File: config.mk
export PLATFORM = sky130hd
export DESIGN_NAME = v3_pg_stage_flat
export DESIGN_NICKNAME = d
export VERILOG_FILES = /design/src/rtl/v3_pg_stage_if.sv /design/src/rtl/v3_pg_stage.sv /design/src/flat_wrapper.sv
export SDC_FILE = /design/constraint.sdc
export NUM_CORES = 1
export LEC_CHECK = 0
export BUFFER_PORTS_ARGS = -buffer_cell sky130_fd_sc_hd__buf_4
export CORE_MARGIN = 2
export CORE_UTILIZATION = 40
export CTS_CLUSTER_DIAMETER = 200
export DETAILED_ROUTE_END_ITERATION = 8
export GPL_ROUTABILITY_DRIVEN = 1
export GPL_TIMING_DRIVEN = 0
export SYNTH_ARGS = -nofsm -noshare
export SYNTH_HDL_FRONTEND = slang
export SYNTH_SLANG_ARGS = --single-unit
File: constraint.sdc
create_clock -name clk -period 1.2 [get_ports clk]
set_input_delay 0.24 -clock clk [delete_from_list [all_inputs] [get_ports clk]]
set_output_delay 0.24 -clock clk [all_outputs]
set_load 0.02 [all_outputs]
File: src/rtl/v3_pg_stage_if.sv
// Handshake and data bundle between an operand source, the v3_pg_stage front end
// and the downstream prefix tree.
interface v3_pg_stage_if #(
  parameter int WIDTH = 16
);
  localparam int NGRP = (WIDTH + 3) / 3;

  logic              in_valid;
  logic              in_ready;
  logic [WIDTH-1:0]  a;
  logic [WIDTH-1:0]  b;
  logic              cin;
  logic              out_valid;
  logic              out_ready;
  logic [WIDTH:0]    g_out;
  logic [WIDTH:0]    p_out;
  logic [NGRP-1:0]   grp_g;
  logic [NGRP-1:0]   grp_p;

  // master = operand source plus downstream consumer; slave = the stage itself
  modport master (
    output in_valid, a, b, cin, out_ready,
    input  in_ready, out_valid, g_out, p_out, grp_g, grp_p
  );

  modport slave (
    input  in_valid, a, b, cin, out_ready,
    output in_ready, out_valid, g_out, p_out, grp_g, grp_p
  );
endinterface

File: src/rtl/v3_pg_stage.sv
// Registered bitwise G/P front end with first-level valency-3 group terms and a
// 2-entry skid buffer. Optional counters are enabled with macro V3_PG_PERF_EN.
module v3_pg_stage #(
  parameter int WIDTH = 16
) (
  input  logic              clk,
  input  logic              reset,
  v3_pg_stage_if.slave      pg
`ifdef V3_PG_PERF_EN
  ,
  output logic [31:0]       xfer_count,
  output logic [31:0]       stall_count
`endif
);
  localparam int NGRP = (WIDTH + 3) / 3;
  localparam int NPAD = 3 * NGRP;

  typedef struct packed {
    logic [WIDTH:0]  g;
    logic [WIDTH:0]  p;
    logic [NGRP-1:0] gg;
    logic [NGRP-1:0] gp;
  } pgSet_t;

  logic [NPAD-1:0] gPad;
  logic [NPAD-1:0] pPad;
  logic [NGRP-1:0] grpG;
  logic [NGRP-1:0] grpP;
  pgSet_t          newSet;

  // Carry-in occupies position 0 as a pure generate term.
  assign gPad[0] = pg.cin;
  assign pPad[0] = 1'b0;

  genvar gi;
  generate
    for (gi = 0; gi < WIDTH; gi++) begin : g_bit
      assign gPad[gi+1] = pg.a[gi] & pg.b[gi];
      assign pPad[gi+1] = pg.a[gi] ^ pg.b[gi];
    end
    // Positions beyond the vector are transparent so the top group stays exact.
    for (gi = WIDTH + 1; gi < NPAD; gi++) begin : g_pad
      assign gPad[gi] = 1'b0;
      assign pPad[gi] = 1'b1;
    end
    for (gi = 0; gi < NGRP; gi++) begin : g_grp
      assign grpG[gi] = gPad[3*gi+2] | (pPad[3*gi+2] & (gPad[3*gi+1] | (pPad[3*gi+1] & gPad[3*gi])));
      assign grpP[gi] = pPad[3*gi+2] & pPad[3*gi+1] & pPad[3*gi];
    end
  endgenerate

  assign newSet.g  = gPad[WIDTH:0];
  assign newSet.p  = pPad[WIDTH:0];
  assign newSet.gg = grpG;
  assign newSet.gp = grpP;

  pgSet_t orSet, orSetNext;
  pgSet_t srSet, srSetNext;
  logic   orValid, orValidNext;
  logic   srValid, srValidNext;
  logic   inReadyReg;
  logic   inAccept;
  logic   outAccept;

  assign inAccept  = pg.in_valid & pg.in_ready;
  assign outAccept = orValid & pg.out_ready;

  always_comb begin
    orSetNext   = orSet;
    srSetNext   = srSet;
    orValidNext = orValid;
    srValidNext = srValid;
    if (outAccept || !orValid) begin
      // Output register is free this cycle: refill from skid first, then input.
      if (srValid) begin
        orSetNext   = srSet;
        orValidNext = 1'b1;
        srValidNext = 1'b0;
      end else if (inAccept) begin
        orSetNext   = newSet;
        orValidNext = 1'b1;
      end else begin
        orValidNext = 1'b0;
      end
    end else if (inAccept) begin
      srSetNext   = newSet;
      srValidNext = 1'b1;
    end
  end

  always_ff @(posedge clk) begin
    if (reset) begin
      orSet      <= '0;
      srSet      <= '0;
      orValid    <= 1'b0;
      srValid    <= 1'b0;
      inReadyReg <= 1'b1;
    end else begin
      orSet      <= orSetNext;
      srSet      <= srSetNext;
      orValid    <= orValidNext;
      srValid    <= srValidNext;
      inReadyReg <= ~srValidNext;
    end
  end

  // Ready depends only on skid occupancy and reset, never on out_ready.
  assign pg.in_ready  = inReadyReg & ~reset;
  assign pg.out_valid = orValid;
  assign pg.g_out     = orSet.g;
  assign pg.p_out     = orSet.p;
  assign pg.grp_g     = orSet.gg;
  assign pg.grp_p     = orSet.gp;

`ifdef V3_PG_PERF_EN
  always_ff @(posedge clk) begin
    if (reset) begin
      xfer_count  <= '0;
      stall_count <= '0;
    end else begin
      if (outAccept)
        xfer_count <= xfer_count + 32'd1;
      if (orValid && !pg.out_ready)
        stall_count <= stall_count + 32'd1;
    end
  end
`endif
endmodule

File: src/flat_wrapper.sv
// flat-port wrapper written by rule: the top's interface ports become plain ports
module v3_pg_stage_flat 
#(
  parameter int WIDTH = 16
)
  (clk, reset, pg_in_valid, pg_a, pg_b, pg_cin, pg_out_ready, pg_in_ready, pg_out_valid, pg_g_out, pg_p_out, pg_grp_g, pg_grp_p);
  v3_pg_stage_if #(.WIDTH(WIDTH)) pg_i ();
  input  logic clk;
  input  logic reset;
  input wire logic [$bits(pg_i.in_valid)-1:0] pg_in_valid;
  input wire logic [$bits(pg_i.a)-1:0] pg_a;
  input wire logic [$bits(pg_i.b)-1:0] pg_b;
  input wire logic [$bits(pg_i.cin)-1:0] pg_cin;
  input wire logic [$bits(pg_i.out_ready)-1:0] pg_out_ready;
  output wire logic [$bits(pg_i.in_ready)-1:0] pg_in_ready;
  output wire logic [$bits(pg_i.out_valid)-1:0] pg_out_valid;
  output wire logic [$bits(pg_i.g_out)-1:0] pg_g_out;
  output wire logic [$bits(pg_i.p_out)-1:0] pg_p_out;
  output wire logic [$bits(pg_i.grp_g)-1:0] pg_grp_g;
  output wire logic [$bits(pg_i.grp_p)-1:0] pg_grp_p;
  assign pg_i.in_valid = pg_in_valid;
  assign pg_i.a = pg_a;
  assign pg_i.b = pg_b;
  assign pg_i.cin = pg_cin;
  assign pg_i.out_ready = pg_out_ready;
  assign pg_in_ready = pg_i.in_ready;
  assign pg_out_valid = pg_i.out_valid;
  assign pg_g_out = pg_i.g_out;
  assign pg_p_out = pg_i.p_out;
  assign pg_grp_g = pg_i.grp_g;
  assign pg_grp_p = pg_i.grp_p;
  v3_pg_stage #(.WIDTH(WIDTH)) u_core (.clk(clk), .reset(reset), .pg(pg_i));
endmodule
# After elaboration in Yosys (flattened, before gate mapping)
# Cells that the tools add are included.
# op_classes
muxes,6
n_bitwise,69
reduce_logical,5
# ops
op,count
$mux W46,2
$and A1 B1 Y1,39
$xor A1 B1 Y1,16
$or A1 B1 Y1,11
$mux W1,4
$reduce_and A2 Y1,2
$not A1 Y1,3
$reduce_bool A2 Y1,1
$logic_not A1 Y1,1
$logic_or A1 B1 Y1,1
# word_totals
reg_bits,93
input_bits,37
output_inout_bits,48
wordCells,91

# Longest topological paths before layout
# Gate-level depths: netlist of the first run.
# depth
word_depth,7
mapped_depth,6

# Least setup slack after synthesis of the first run
# Ideal clock, no wire load.
# synth_timing
kind,register -> register
startpoint,"register u_core.orValid, in the netlist u_core.pg.out_valid"
endpoint,register u_core.orSet (netlist bit u_core.pg.g_out[10])
setup_ps,81
t_arrival_ps,1225
required_ps,1119
setup_slack_ps,-107
stages_incl_launch_ff,7
n_path_buf,3
synth_period_minus_slack_ps,1307
cell_sequence,dfxtp_1 nand2b_1 buf_4 and3_4 buf_6 buf_6 a211oi_2
# synth_via
elab_chain_cells,3
word_cells_on_any_way,4
classes_between,1 x bitwise; 3 x reduce/logical
# synth_lines
item,line,source
"start, declared",v3_pg_stage.sv:59,"logic orValid, orValidNext;"
"start signal, assigned",v3_pg_stage.sv:101,orValid <= orValidNext;
$and A1 B1 Y1 / $logic_not A1 Y1 (equally long branches),"v3_pg_stage.sv:66, v3_pg_stage.sv:73",
$logic_or A1 B1 Y1 (*),v3_pg_stage.sv:73,if (outAccept || !orValid) begin
$reduce_and A2 Y1 (no source line) (*),--,
"end signal, assigned",v3_pg_stage.sv:99,orSet <= orSetNext;
"end, declared",v3_pg_stage.sv:57,"pgSet_t orSet, orSetNext;"
# Mark *: on every way between the ends. The rest lies on a longest branch, timed or not.
# A chain may end at the register's enable or synchronous reset.

# Final worst setup path of the first run
# layout_timing
startpoint,register u_core.srValid
endpoint,register u_core.orSet (netlist bit u_core.pg.g_out[15])
# layout_via
elab_chain_cells,2
word_cells_on_any_way,3
classes_between,1 x mux; 2 x reduce/logical
# layout_lines
item,line,source
"start, declared",v3_pg_stage.sv:60,"logic srValid, srValidNext;"
"start signal, assigned",v3_pg_stage.sv:102,srValid <= srValidNext;
$reduce_bool A2 Y1 (no source line),--,
$reduce_and A2 Y1 (no source line),--,
# Parallel ways exist; a longest one is shown, timed or not.

==> out/metrics.cfg, run 1 <==
[layout]
finalInstanceArea_mm2 = 0.006629
drive_gt1_share_pct = 50.86
syn_to_final_growth_pct = 51.03
diodes = 0
final_nets = 628

[yosys]
yosysTopAreaCell = dfxtp_1
synthCells = 461
ys_types = 32
yosysWarningCount = 0
synthTopCellsByArea = dfxtp_1 42%, mux2i_1 7.5%, a21oi_1 5.9%, a211oi_2 5.7%, a31oi_1 5.4%
yosysMostFrequentCell = dfxtp_1
synth.avg_cell_area_um2 = 9.521
synthDominantCellAreaShare_pct = 41.51
ys_top_cells_by_count = 91 x dfxtp_1, 52 x a21oi_1, 38 x a31oi_1, 38 x nand3_1, 33 x mux2i_1
syn_area_mm2 = 0.004389
synth_edf_count = 0
ys_seq_elements = 91
async_flop_share_pct = 0
ys.flop_type = dfxtp_1
synth_seq_area_share_pct = 41.51

[critical_path]
cp-start-kind = register
ff2ff_setup_slack_ns = -0.12
cp.required_ns = 1.43
cp-end-kind = register
cp_max_fo = 10
arrival_ns = 1.55
critPathKind = reg -> reg

[global_routing]
grtUsageTotal_pct = 23.48
grt-ovfl-total = 0
antenna_found_initial = 0
grt_pass1_wl_mm = 21.05
grt_max_degree = 16
grt_pass1_vias = 3909

[clock_network]
path_clk_slew_ns = 0.10
numClockSinks = 91
tritoncts = done
cts_made_buffers = 9
htreeDepth = 3
clockBufferDepth = 2
clkLatencyLatePin_ns = 0.37
cts_root_buf = clkbuf_8
holdBufCountCts = 0

[detailed_routing]
drt-initial-drc-count = 290
avgRoutedWirePerCell_um = 21.11
num_vias = 4301
drc = 0
drtPass1Iterations = 5
ant_nets = 0
viasPerCell = 5.974
drt-total-wl_mm = 15.20

[run_status]
violations = setup timing
outcome = complete, but fails checks

[placed_design]
io_buffers = 82
dp_hpwl_mm = 9.664
gp_congestion = 0.8033
placed_area_mm2 = 0.005220

[die]
coreArea_mm2 = 0.01079
io-pin-count = 85
rows = 38
die_area_mm2 = 0.01183
die_x_um = 108.8
start_util_pct = 40.67
fp.dieH_um = 108.8

[sta]
finalHoldViolCount = 0
fmax_mhz = 757.4
worstMarginPinSlew_ns = 0.7445
fin_skew_ns = 0.01635
setup_ws_ns = -0.1203
layout_min_cycle_time_ns = 1.320
relSlewSlack_pct = 50.37
finalMaxSlewViolations = 0
rsz0062_at_grt = true
finalCritPeriodShare_pct = 110.0
setup_viol = 66

[worst_hold_path]
hold_class = in -> reg

[power]
powerDensity_mw_per_mm2 = 1116
total_power_mw = 7.401
leakagePower_nw = 2.375
ir_drop_mv = 0.7428

[job]
cap_viol_max_count = 0

## worst paths after layout
| check | start | end | depth (start not counted) |
|---|---|---|---|
| worst max-delay path | u_core.srValid$_SDFF_PP0_ | u_core.pg.g_out[15]$_SDFFE_PP0P_ | 5 |
| worst min register to register | u_core.srSet[16]$_SDFFE_PP0P_ | u_core.srSet[16]$_SDFFE_PP0P_ | 2 |
| worst max register to register | u_core.srValid$_SDFF_PP0_ | u_core.pg.g_out[15]$_SDFFE_PP0P_ | 5 |
| worst min-delay path | pg_cin | u_core.srSet[29]$_SDFFE_PP0P_ | 3 |
## sequential cells by signal (all words and copies together), names as in the netlist
register,cells
u_core.srSet,44
u_core.pg.g_out,17
u_core.pg.p_out,16
u_core.pg.grp_g,6
u_core.pg.grp_p,5
u_core.inReadyReg,1
u_core.pg.out_valid,1
u_core.srValid,1
## placed cells by master (no fill, tap or decap), types with 3 or more instances in the layout
master       n
buf_12      10
and3_1       4
clkbuf_16    7
a21o_1       5
mux2i_2      8
a311oi_1     5
o21ai_2     17
a31oi_2      7
dfxtp_1     88
nand3_4      8
o21ai_1     17
buf_8       10
clkinvlp_4   3
o211ai_1     6
buf_4       94
clkbuf_8    12
nor2b_1      5
a21oi_2     23
a31oi_1     24
nand3_2     10
a211oi_1    15
o21ai_4      3
nand3_1     20
nand2_1      6
a21oi_1     29
clkbuf_2     3
ha_1        15
clkbuf_1     6
buf_6       18
nand2b_1     5
clkbuf_4     5
a31oi_4      7
mux2i_1     24
o41ai_2      5
dfxtp_4      3
a211oi_2    29
## worst max-delay path: stages, from the launching register on
cell and delay [ns]:
dfxtp_4 0.38, a21o_4 0.21, buf_6 0.15, buf_8 0.15
a31oi_2 0.23, a211oi_2 0.07
## cell type report
type                            count  area [um^2]
Buffer                             54        628.1
Clock buffer                       11        151.4
Clock inverter                      5        61.31
Fill cell                         873         4164
Inverter                            2        7.507
Multi-Input combinational cell    315         2868
Sequential cell                    91         1833
Tap cell                          140        175.2
Timing Repair Buffer              102        904.6
## power by group
part / internal [mW] / total (mW) / leakage [nW] / switching, mW
Combinational: 0.858 / 1.92 / 1.53 / 1.06
Sequential: 3.15 / 3.24 / 0.743 / 0.0916
Clock: 1.08 / 2.24 / 0.0978 / 1.16
Total: 5.09 / 7.40 / 2.38 / 2.31
## metrics by stage
| step | setup slack [ns] | util [%] | TNS (ns) | hold slack, ns | instances |
|---|---|---|---|---|---|
| after CTS | -0.09630 | 53.20 | -2.225 | 0.1618 | 704 |
| after detailed placement | -0.3968 | 48.37 | -22.74 | 0.4672 | 684 |
| after floorplan | -0.001063 | - | -0.01063 | 0.3877 | 462 |
| final | -0.1203 | 61.42 | -3.442 | 0.1684 | 720 |
| after global placement | -0.3544 | 48.37 | -20.66 | 0.4602 | 684 |
| after global routing | -0.1646 | 61.42 | -6.936 | 0.1789 | 720 |
## logic make-up (layout without fill, tap and decap cells)
| group | after synthesis | count (layout) | synth area share (%) |
|---|---|---|---|
| other cells | 1 | 2 | 0.08544 |
| simple gates | 67 | 67 | 8.295 |
| compound gates | 197 | 197 | 30.93 |
| fa+ha+maj | 16 | 16 | 4.561 |
| buf+inv | 56 | 174 | 7.098 |
| flops | 91 | 91 | 41.51 |
| mux | 33 | 33 | 7.526 |
## per-layer routing
metal / global-route usage (%) / wire length (um)
met2: 38.75 / 7485
met5: 0 / 0
met1: 31.08 / 6456
met4: 9.341 / 474
met3: 3.108 / 782
## repair_timing
| action | CTS | global route |
|---|---|---|
| setup buffers | 4 | 8 |
| cloned | 0 | 8 |
| pin swaps | 7 | 50 |
| setup endpoints to repair | 92 | 90 |
| resized for setup | 82 | 177 |
Power figures use the tool's default switching activity.
==> run 2: changes to the inputs <==
--- a/config.mk
+++ b/config.mk
@@ -12,6 +12,7 @@
 export DETAILED_ROUTE_END_ITERATION = 8
 export GPL_ROUTABILITY_DRIVEN = 1
 export GPL_TIMING_DRIVEN = 0
+export PLACE_DENSITY = 0.61
 export SYNTH_ARGS = -nofsm -noshare
 export SYNTH_HDL_FRONTEND = slang
 export SYNTH_SLANG_ARGS = --single-unit
==> out/metrics.cfg, run 2 (synthesis gave the netlist of run 1 again) <==
[die]
coreArea_mm2 = 0.01079
fp.dieH_um = 108.8
die_x_um = 108.8
start_util_pct = 40.67
io-pin-count = 85
rows = 38
die_area_mm2 = 0.01183

[power]
powerDensity_mw_per_mm2 = 1111
p_sw_mw = 2.285
p_clk_share_pct = 29.4
swShare_pct = 31.56
total_power_mw = 7.240
leakagePower_nw = 2.361
power_frac_seq_pct = 44.7
combPwrFrac_pct = 25.9
p_int_mw = 4.955
ir_drop_mv = 0.5314

[global_routing]
antenna_found_initial = 0
grtUsageTotal_pct = 23.59
grt_pass1_vias = 4063
grt_max_degree = 16
grt_pass1_wl_mm = 21.41
grt-ovfl-total = 0

[job]
cap_viol_max_count = 0

[critical_path]
cp-start-kind = register
cp.required_ns = 1.42
critPathKind = reg -> reg
reg2reg_from = u_core.inReadyReg$_SDFF_PP1_
cp_max_fo = 6
cp-end-kind = register
crit_path_start = u_core.inReadyReg$_SDFF_PP1_
arrival_ns = 1.58

[placed_design]
io_buffers = 82
dp_hpwl_mm = 9.746
post-place-ws_ns = -0.3687
gp_congestion = 0.8213

[layout]
filler_cell_count = 883
diodes = 0
drive_gt1_share_pct = 50.61
syn_to_final_growth_pct = 48.46
layout_common_cells = 89 x buf_4, 88 x dfxtp_1, 32 x a211oi_2
max_flop_register = u_core.srSet
final_common_cell = buf_4
multi_input_area_mm2 = 0.002803
final_nets = 625
seqCellArea_mm2 = 0.001831
largest_reg_flops = 44

[clock_network]
tritoncts = done
clkLatencyLatePin_ns = 0.37
numClockSinks = 91
cts_made_buffers = 9
holdBufCountCts = 0
cts_root_buf = clkbuf_8
path_clk_slew_ns = 0.09
clockBufferDepth = 2
htreeDepth = 3

[sta]
relSlewSlack_pct = 48.37
fmax_mhz = 739.6
worstMarginPinSlew_ns = 0.7744
hold_slack_ns = 0.1697
setup_viol = 65
fin_skew_ns = 0.01502
rsz0062_at_grt = true
layout_min_cycle_time_ns = 1.352
finalMaxSlewViolations = 0
setup_ws_ns = -0.1522
finalCritPeriodShare_pct = 112.7
finalHoldViolCount = 0

[worst_hold_path]
hold_start = pg_cin
hold_class = in -> reg

[detailed_routing]
drtPass1Iterations = 5
ant_nets = 0
drc = 0
drt-total-wl_mm = 14.79
viasPerCell = 5.926
num_vias = 4249
avgRoutedWirePerCell_um = 20.63
drt-initial-drc-count = 273

[run_status]
outcome = complete, but fails checks
violations = setup timing

run 2: worst paths after layout:
kind / end / slack [ns] / depth (start not counted)
worst min-delay path: u_core.srSet[29]$_SDFFE_PP0P_ / 0.17 / 3
worst max register to register: u_core.pg.p_out[2]$_SDFFE_PP0P_ / -0.15 / 5
worst max-delay path: u_core.pg.p_out[2]$_SDFFE_PP0P_ / -0.15 / 5
worst min register to register: u_core.srSet[28]$_SDFFE_PP0P_ / 0.47 / 2
run 2: repair_timing:
item                       CTS  global route
gates cloned                 1             9
setup endpoints to repair   92            86
gates resized for setup     76           163
pin swaps                   11            50
buffers inserted             4             3
run 2: area by class of cell:
| type | count | area share [%] |
|---|---|---|
| Buffer | 54 | 9.044 |
| Sequential cell | 91 | 28.09 |
| Clock inverter | 6 | 0.9985 |
| Tap cell | 140 | 2.688 |
| Timing Repair Buffer | 99 | 14.09 |
| Multi-Input combinational cell | 315 | 43.01 |
| Inverter | 2 | 0.1152 |
| Clock buffer | 10 | 1.959 |
run 2: metal layers:
layer / GRT usage [%] / vias to the layer above / share of wire, %
met1: 30.83 / 2098 / 44
met4: 10.44 / 0 / 3.2
li1: - / 1977 / -
met5: 0 / - / 0
met2: 38.66 / 142 / 49
met3: 3.467 / 32 / 4.7
run 2: through the flow:
stage	cell area, um^2	utilization [%]	std cells	setup TNS, ns
after detailed placement	5220	48.37	684	-22.17
after CTS	5690	52.72	705	-1.593
after global placement	5220	48.37	684	-20.88
after floorplan	4429	-	462	-0.01063
final	6516	60.38	717	-4.569
after global routing	6516	60.38	717	-6.596
run 2: worst max-delay path, stage by stage, from the launching register on:
cell and delay [ns]:
dfxtp_4 0.39, a21o_1 0.21, and3_4 0.26, buf_12 0.14, clkbuf_16 0.15, a211oi_2 0.06
run 2: power groups by stage:
stage	Clock, mW	Combinational, mW	Sequential [mW]
floorplan	0	0.744	3.42
CTS	2.14	1.55	3.23
global placement	0	1.41	3.29
finish	2.13	1.87	3.24
detailed placement	0	1.43	3.30
global route	2.29	1.96	3.25
